### src/rtl/pc_sequencer.sv
// Program-counter controller: owns the PC, runs the Start/Done handshake,
// resolves branches through the external target lookup table and keeps perf counters.
//
// state | meaning
// IDLE  | after reset, waiting for Start; PC and counters hold
// RUN   | program executing; one instruction per non-stalled cycle
// DONE  | program ended by halt or PC overrun; Done high until next Start
module pc_sequencer #(
  parameter int PC_W     = 10,
  parameter int LUT_AW   = 5,
  parameter int START_PC = 0,
  parameter int CNT_W    = 16
) (
  input  logic              Clk,
  input  logic              Reset_n,
  input  logic              Start,
  input  logic [PC_W-1:0]   StartAddr,
  input  logic              Stall,
  input  logic              BranchReq,
  input  logic              BranchCond,
  input  logic [LUT_AW-1:0] BranchPtr,
  output logic [LUT_AW-1:0] LutAddr,
  input  logic [PC_W-1:0]   LutTarget,
  input  logic              HaltReq,
  output logic [PC_W-1:0]   ProgCtr,
  output logic              FetchEn,
  output logic              Busy,
  output logic              Done,
  output logic              Overrun,
  output logic [CNT_W-1:0]  CycleCnt,
  output logic [CNT_W-1:0]  InstCnt
);

  typedef enum logic [1:0] {
    S_IDLE = 2'd0,
    S_RUN  = 2'd1,
    S_DONE = 2'd2
  } state_t;

  localparam logic [PC_W-1:0]  PC_RST  = PC_W'(START_PC);
  localparam logic [PC_W-1:0]  PC_MAX  = '1;
  localparam logic [CNT_W-1:0] CNT_MAX = '1;

  state_t state;

  // The lookup table is combinational, so a branch resolves in the same cycle.
  assign LutAddr = BranchPtr;
  assign FetchEn = Busy && !Stall;

  always_ff @(posedge Clk or negedge Reset_n) begin
    if (!Reset_n) begin
      state    <= S_IDLE;
      ProgCtr  <= PC_RST;
      Busy     <= 1'b0;
      Done     <= 1'b0;
      Overrun  <= 1'b0;
      CycleCnt <= '0;
      InstCnt  <= '0;
    end else begin
      case (state)
        S_IDLE, S_DONE: begin
          if (Start) begin
            state    <= S_RUN;
            ProgCtr  <= StartAddr;
            Busy     <= 1'b1;
            Done     <= 1'b0;
            Overrun  <= 1'b0;
            CycleCnt <= '0;
            InstCnt  <= '0;
          end
        end
        S_RUN: begin
          if (CycleCnt != CNT_MAX) CycleCnt <= CycleCnt + CNT_W'(1);
          if (!Stall) begin
            if (InstCnt != CNT_MAX) InstCnt <= InstCnt + CNT_W'(1);
            if (HaltReq) begin
              state <= S_DONE;
              Busy  <= 1'b0;
              Done  <= 1'b1;
            end else if (BranchReq && BranchCond) begin
              ProgCtr <= LutTarget;
            end else if (ProgCtr == PC_MAX) begin
              // No wrap: the last instruction retires, then the program is aborted.
              Overrun <= 1'b1;
              state   <= S_DONE;
              Busy    <= 1'b0;
              Done    <= 1'b1;
            end else begin
              ProgCtr <= ProgCtr + PC_W'(1);
            end
          end
        end
        default: begin
          state <= S_IDLE;
          Busy  <= 1'b0;
          Done  <= 1'b0;
        end
      endcase
    end
  end

endmodule

### config.mk
export PLATFORM = sky130hd
export DESIGN_NAME = pc_sequencer
export DESIGN_NICKNAME = d
export VERILOG_FILES = /design/src/rtl/pc_sequencer.sv
export SDC_FILE = /design/constraint.sdc
export NUM_CORES = 1
export LEC_CHECK = 0
export CAP_MARGIN = 15
export CORE_MARGIN = 2
export CORE_UTILIZATION = 56
export CTS_BUF_LIST = sky130_fd_sc_hd__clkbuf_4 sky130_fd_sc_hd__clkbuf_8
export DETAILED_ROUTE_END_ITERATION = 7
export DONT_BUFFER_PORTS = 1
export PLACE_DENSITY = 0.71
export SLEW_MARGIN = 20
export SYNTH_ARGS = -nofsm -noshare
export SYNTH_HDL_FRONTEND = slang
export SYNTH_SLANG_ARGS = --single-unit
### constraint.sdc
create_clock -name Clk -period 3.1 [get_ports Clk]
set_clock_uncertainty 0.2 [all_clocks]
set_input_delay 0.62 -clock Clk [delete_from_list [all_inputs] [get_ports Clk]]
set_output_delay 0.62 -clock Clk [all_outputs]
set_load 0.05 [all_outputs]
==> results.json, run 1 <==
{
  "slowest_delay_ns": 0.52,
  "path_delay_family": "simple AND/OR/NAND/NOR gates",
  "crit_chain": "buf_4 > nand4_1 > o41ai_1 > nand2_1 > mux2_2",
  "setup_ws_ns": 0.630,
  "rrSetupSlack_ns": 0.63,
  "grt.total_usage_pct": 25.3,
  "synth_fp_nets": 366,
  "drc": 0,
  "layout.nets": 385,
  "tightest_slew_ns": 0.608,
  "cts_root_buffer": "clkbuf_8",
  "numPortBuffers": 0,
  "critical_path_depth": 5,
  "worstSetupEndpoint": "ProgCtr[1]",
  "post_cts_buffers": 0,
  "synthArstFlopShare_pct": 100,
  "cp-start-kind": "flip-flop",
  "coreArea_mm2": 0.00511,
  "vias_per_cell": 6.41,
  "status": "finished, final reports clean",
  "drtAntennaViolNets": 0,
  "min_path_type": "primary input to flip-flop",
  "yosysSeqAreaShare_pct": 39.0,
  "cts_tree": "built",
  "clock_latency_ns": 0.30,
  "p_leak_nw": 1.39,
  "cts_buffers": 5,
  "ys_types": 55,
  "antenna_cells": 0,
  "area_growth_pct": 12.8,
  "hold_viol_final": 0,
  "placed_cells": 411,
  "netlist_area_mm2": 0.00296,
  "r2r-end": "ProgCtr[1]",
  "grt_pass1_vias": 2503,
  "drv_cap": 0,
  "ys_ff_latch": 46,
  "clock_path_buffers": 2,
  "cp-startpoint": "ProgCtr[3]",
  "synth-main-ff-cell": "dfrtp_1",
  "post_dp_cell_area_mm2": 0.00318,
  "ir_drop_mv": 0.514,
  "place_congestion": 0.845,
  "die_w_um": 76.6,
  "timing.max_slew.rel_slack_pct": 59.4,
  "tns_ns": 0,
  "stdcell_area_mm2": 0.00333,
  "wirelength_um": 7320,
  "final_cell_mix": "dfrtp_1 (46), nand2_1 (44), buf_4 (32), o21ai_0 (22), a21oi_1 (15)",
  "post-route-min-period_ns": 2.47,
  "synth_edf_count": 0,
  "path_clk_slew_ns": 0.09,
  "critical_path_required_ns": 3.09,
  "num_io_pins": 83,
  "netlist_instances": 331,
  "antenna_found_initial": 0,
  "rr_worst_depth": 5,
  "fmax_mhz": 405,
  "slowest_stage": "o41ai_1",
  "grt_pass1_wl_um": 12100,
  "crit_type": "flip-flop to flip-flop",
  "crit_arrival_ns": 2.46,
  "final_common_cell": "dfrtp_1",
  "drive_gt1_share_pct": 15.7,
  "htreeDepth": 2,
  "drv_slew": 0,
  "crit_fanout": 9,
  "instances_no_fill": 420,
  "rsz0062_at_grt": "no",
  "avgSynthCellArea_um2": 8.93,
  "design.die.area_mm2": 0.00587,
  "num_vias": 2691,
  "floorplan.initialDensity_pct": 57.9,
  "endpoint_kind": "flip-flop",
  "rr_startpoint": "ProgCtr[3]",
  "grt_max_degree": 47,
  "hpwl_um": 5110,
  "numClockSinks": 46,
  "die_h_um": 76.6,
  "dp_slack_ns": 0.695,
  "rows": 26,
  "finalSetupViolCount": 0,
  "wire_per_inst_um": 17.4,
  "firstDrtPassIters": 5,
  "drt_iter0_markers": 184,
  "power_density_mw_per_mm2": 811,
  "gr-total-overflow": 0,
  "critical_path_buf_inv_count": 1,
  "yosys_warnings": 0,
  "fin_crit_sh_pct": 79.7
}
[layout make-up]
| class | count | area, um2 |
|---|---|---|
| clock inverters | 1 | 30.0 |
| flip-flops and latches | 46 | 1150 |
| repair buffers | 34 | 278 |
| fillers | 437 | 1770 |
| clock buffers | 6 | 82.6 |
| inverters | 7 | 26.3 |
| multi-input cells | 256 | 1680 |
| well taps | 70 | 87.6 |
[worst min path at each step]
stage,start,endpoint,slack (ns),cells past startpoint
2_1_floorplan,Reset_n,Busy,0.12,0
3_3_place_gp,Reset_n,CycleCnt[8],0.13,0
3_5_place_dp,Reset_n,CycleCnt[8],0.13,0
4_1_cts,StartAddr[9],ProgCtr[9],0.26,2
5_1_grt,StartAddr[9],ProgCtr[9],0.27,2
6_report,StartAddr[9],ProgCtr[9],0.26,2
[worst register-to-register path: cells and delay by family (launching register included)]
family | cells | cell delay, ns
AND/OR/NAND/NOR | 2 | 0.69
buffers and inverters | 1 | 0.24
AO/OA/AOI/OAI | 1 | 0.53
multiplexers | 1 | 0.37
flip-flops | 1 | 0.35
[registers in the layout (all words and copies together), names as in the netlist]
register / flops
ProgCtr: 10
Busy: 1
state: 1
Overrun: 1
CycleCnt: 16
Done: 1
InstCnt: 16
[cells by family after synthesis]
family	share of synthesized area, %
AOI/OAI and AO/OA	23.6
xor gates and xnor gates	0.889
buffers and inverters	4.36
DFF	38.9
and+or+nand+nor	24.9
adders and majority gates	1.27
muxes	6.01
[metrics by stage]
step / total power, mW / utilization [%] / hold WS, ns
detailed placement: 2.22 / 62.3 / 0.126
floorplan: 1.89 / - / 0.124
CTS: 2.70 / 65.3 / 0.261
global placement: 2.19 / 62.3 / 0.125
finish: 2.70 / 65.3 / 0.265
global route: 2.86 / 65.3 / 0.265
[per-layer routing]
layer  up-vias  GRT usage, %  wire length [um]  part of all wire (%)
met5         -             0                 0                     0
met4         0          7.09                82                   1.1
met3         8          6.64               496                   6.8
met2       102          40.4              3400                    47
met1      1281          34.2              3330                    46
li1       1300             -                 -                     -
[power by group]
part | switching [mW] | internal (mW) | leakage (nW)
Combinational | 0.915 | 0.441 | 0.726
Clock | 0.206 | 0.258 | 0.0573
Sequential | 0.165 | 0.718 | 0.609
[synth_stat cells, types with 4 or more instances]
| cell | n | area, um2 |
|---|---|---|
| dfrtp_1 | 46 | 1150 |
| nand2_1 | 44 | 165 |
| o21ai_0 | 22 | 110 |
| a21oi_1 | 15 | 75.1 |
| clkbuf_1 | 15 | 56.3 |
| nand3_1 | 13 | 65.1 |
| mux2i_1 | 11 | 110 |
| nand2b_1 | 11 | 68.8 |
| nor2_1 | 10 | 37.5 |
| a211oi_1 | 8 | 60.1 |
| nand4_1 | 8 | 50.1 |
| a31oi_1 | 7 | 43.8 |
| and2_1 | 7 | 43.8 |
| and3_1 | 7 | 43.8 |
| inv_1 | 7 | 26.3 |
| mux2_2 | 6 | 67.6 |
| and4_1 | 5 | 43.8 |
| buf_4 | 5 | 37.5 |
| nor4_1 | 5 | 31.3 |
| o31ai_1 | 5 | 37.5 |
| or3_1 | 5 | 31.3 |
| or4_1 | 5 | 37.5 |
| a22o_1 | 4 | 35.0 |
| o211ai_1 | 4 | 30.0 |
[what timing repair did]
item	CTS	global route
hold buffers	2	0
gates resized for setup	0	0
hold endpoints to repair	46	0
Power figures use the tool's default switching activity.
==> run 2: changes to the inputs <==
--- a/config.mk
+++ b/config.mk
@@ -11,7 +11,7 @@
 export CTS_BUF_LIST = sky130_fd_sc_hd__clkbuf_4 sky130_fd_sc_hd__clkbuf_8
 export DETAILED_ROUTE_END_ITERATION = 7
 export DONT_BUFFER_PORTS = 1
-export PLACE_DENSITY = 0.71
+export PLACE_DENSITY = 0.74
 export SLEW_MARGIN = 20
 export SYNTH_ARGS = -nofsm -noshare
 export SYNTH_HDL_FRONTEND = slang
==> constraint.sdc (replaced) <==
create_clock -name Clk -period 2.25 [get_ports Clk]
set_clock_uncertainty 0.2 [all_clocks]
set_input_delay 0.45 -clock Clk [delete_from_list [all_inputs] [get_ports Clk]]
set_output_delay 0.45 -clock Clk [all_outputs]
set_load 0.05 [all_outputs]
==> run 2 against run 1 <==
Register-to-register slack got worse by 0.52 ns; utilization increased by 4.9 points; sequential power increased by 33%; sequential share of layout area decreased by 1.7 points; clock power increased by 11%; worst hold slack got worse by 0.15 ns; critical path depth decreased by 1; sequential cell count unchanged; first-iteration DRC count increased by 25%; count of clock-buffer cells in the layout unchanged; wire length increased by 11%; largest cell class unchanged; highest routed layer unchanged.
==> results.json, run 2 (same netlist as run 1, synthesis figures left out) <==
{
  "grt_pass1_vias": 2808,
  "ir_drop_mv": 0.789,
  "hpwl_um": 5640,
  "dp_slack_ns": 0.0494,
  "drv_slew": 0,
  "design.die.area_mm2": 0.00587,
  "antenna_cells": 0,
  "grt_pass1_wl_um": 13600,
  "critical_path_buf_inv_count": 0,
  "post-route-min-period_ns": 2.14,
  "drt_iter0_markers": 230,
  "tightest_slew_ns": 0.679,
  "fin_crit_sh_pct": 94.9,
  "path_delay_family": "simple AND/OR/NAND/NOR gates",
  "wire_per_inst_um": 18.1,
  "tns_ns": 0,
  "post_cts_buffers": 0,
  "final_cell_mix": "buf_4 (59), nand2_1 (43), dfrtp_1 (24), dfrtp_2 (22), o21ai_0 (22)",
  "layout.nets": 413,
  "gr-total-overflow": 0,
  "area_growth_pct": 21.3,
  "critical_path_required_ns": 2.28,
  "rows": 26,
  "final_common_cell": "buf_4",
  "wirelength_um": 8130,
  "rrSetupSlack_ns": 0.11,
  "floorplan.initialDensity_pct": 57.9,
  "die_w_um": 76.6,
  "drc": 0,
  "antenna_found_initial": 0,
  "coreArea_mm2": 0.00511,
  "min_path_type": "primary input to flip-flop",
  "num_vias": 2850,
  "path_clk_slew_ns": 0.09,
  "top_regs": "CycleCnt: 16 flops, InstCnt: 16 flops, ProgCtr: 10 flops",
  "crit_arrival_ns": 2.16,
  "clock_path_buffers": 2,
  "drtAntennaViolNets": 0,
  "hold_viol_final": 0,
  "rsz0062_at_grt": "no",
  "htreeDepth": 2,
  "power_density_mw_per_mm2": 1060,
  "grt.total_usage_pct": 28.4,
  "p_leak_nw": 1.50,
  "place_congestion": 0.903,
  "cp-start-kind": "flip-flop",
  "fmax_mhz": 468,
  "cts_root_buffer": "clkbuf_8",
  "finalSetupViolCount": 0,
  "slowest_delay_ns": 0.49,
  "die_h_um": 76.6,
  "endpoint_kind": "flip-flop",
  "clock_latency_ns": 0.30,
  "crit_type": "flip-flop to flip-flop",
  "firstDrtPassIters": 4,
  "num_io_pins": 83,
  "slowest_stage": "or4_1",
  "finalPower_mw": 3.79,
  "grt_max_degree": 47,
  "vias_per_cell": 6.35,
  "status": "finished, final reports clean",
  "crit_fanout": 6,
  "drv_cap": 0,
  "drive_gt1_share_pct": 29.0,
  "fill_cells": 439,
  "setup_ws_ns": 0.114,
  "cts_tree": "built",
  "cts_buffers": 5,
  "crit_chain": "or3b_4 > a2111o_1 > or4_1 > a21oi_1",
  "timing.max_slew.rel_slack_pct": 54.8,
  "numPortBuffers": 0,
  "numClockSinks": 46
}
[run 2: cell types whose count changed in the layout (fill, tap and decap cells not counted), moves of 2 or more]
cell | before | now
dfrtp_2 | 0 | 22
buf_4 | 32 | 59
dfrtp_1 | 46 | 24
clkinv_2 | 0 | 2
[run 2: path summary, 6_finish.rpt]
kind,from,endpoint,depth (start not counted)
worst max-delay path,Done,InstCnt[9],4
worst min-delay path,StartAddr[9],ProgCtr[9],2
worst max register to register,Done,InstCnt[9],4
worst min register to register,CycleCnt[1],CycleCnt[1],1
max in group asynchronous,Reset_n,CycleCnt[2],2
min in group asynchronous,Reset_n,CycleCnt[11],2
[run 2: timing repair]
item / in CTS / in global routing
setup endpoints to repair: 0 / 5
resized for setup: 0 / 2
endpoints found under the hold margin: 46 / 0
hold buffers: 2 / 0
[run 2: layout make-up]
cell class	count	area, um2	share of cell area (%)
Multi-Input combinational cell	256	1710	47.6
Clock inverter	2	10.0	0.279
Inverter	7	26.3	0.733
Tap cell	70	87.6	2.44
Clock buffer	6	76.3	2.13
Timing Repair Buffer	62	500	14.0
Sequential cell	46	1180	32.9
[run 2: stage by stage]
step                      hold WS (ns)  utilization, %  instance area, um2  instances
after floorplan                -0.0456               -                3000        331
after global placement         -0.0443            67.6                3450        439
after detailed placement       -0.0444            67.6                3450        439
after CTS                        0.107            70.0                3580        449
after global routing             0.109            70.2                3580        449
final                            0.114            70.2                3580        449
[run 2: power by group]
group | total (mW) | internal, mW | switching [mW]
Clock | 0.515 | 0.228 | 0.287
Sequential | 1.17 | 1.01 | 0.159
Combinational | 2.10 | 0.700 | 1.40
Total | 3.79 | 1.94 | 1.85
[run 2: layer usage]
metal	global-route usage [%]	up-vias	part of all wire [%]
met4	9.45	0	2.0
met5	0	-	0
met2	46.1	123	48
met3	7.94	15	7.9
li1	-	1356	-
met1	36.8	1356	42
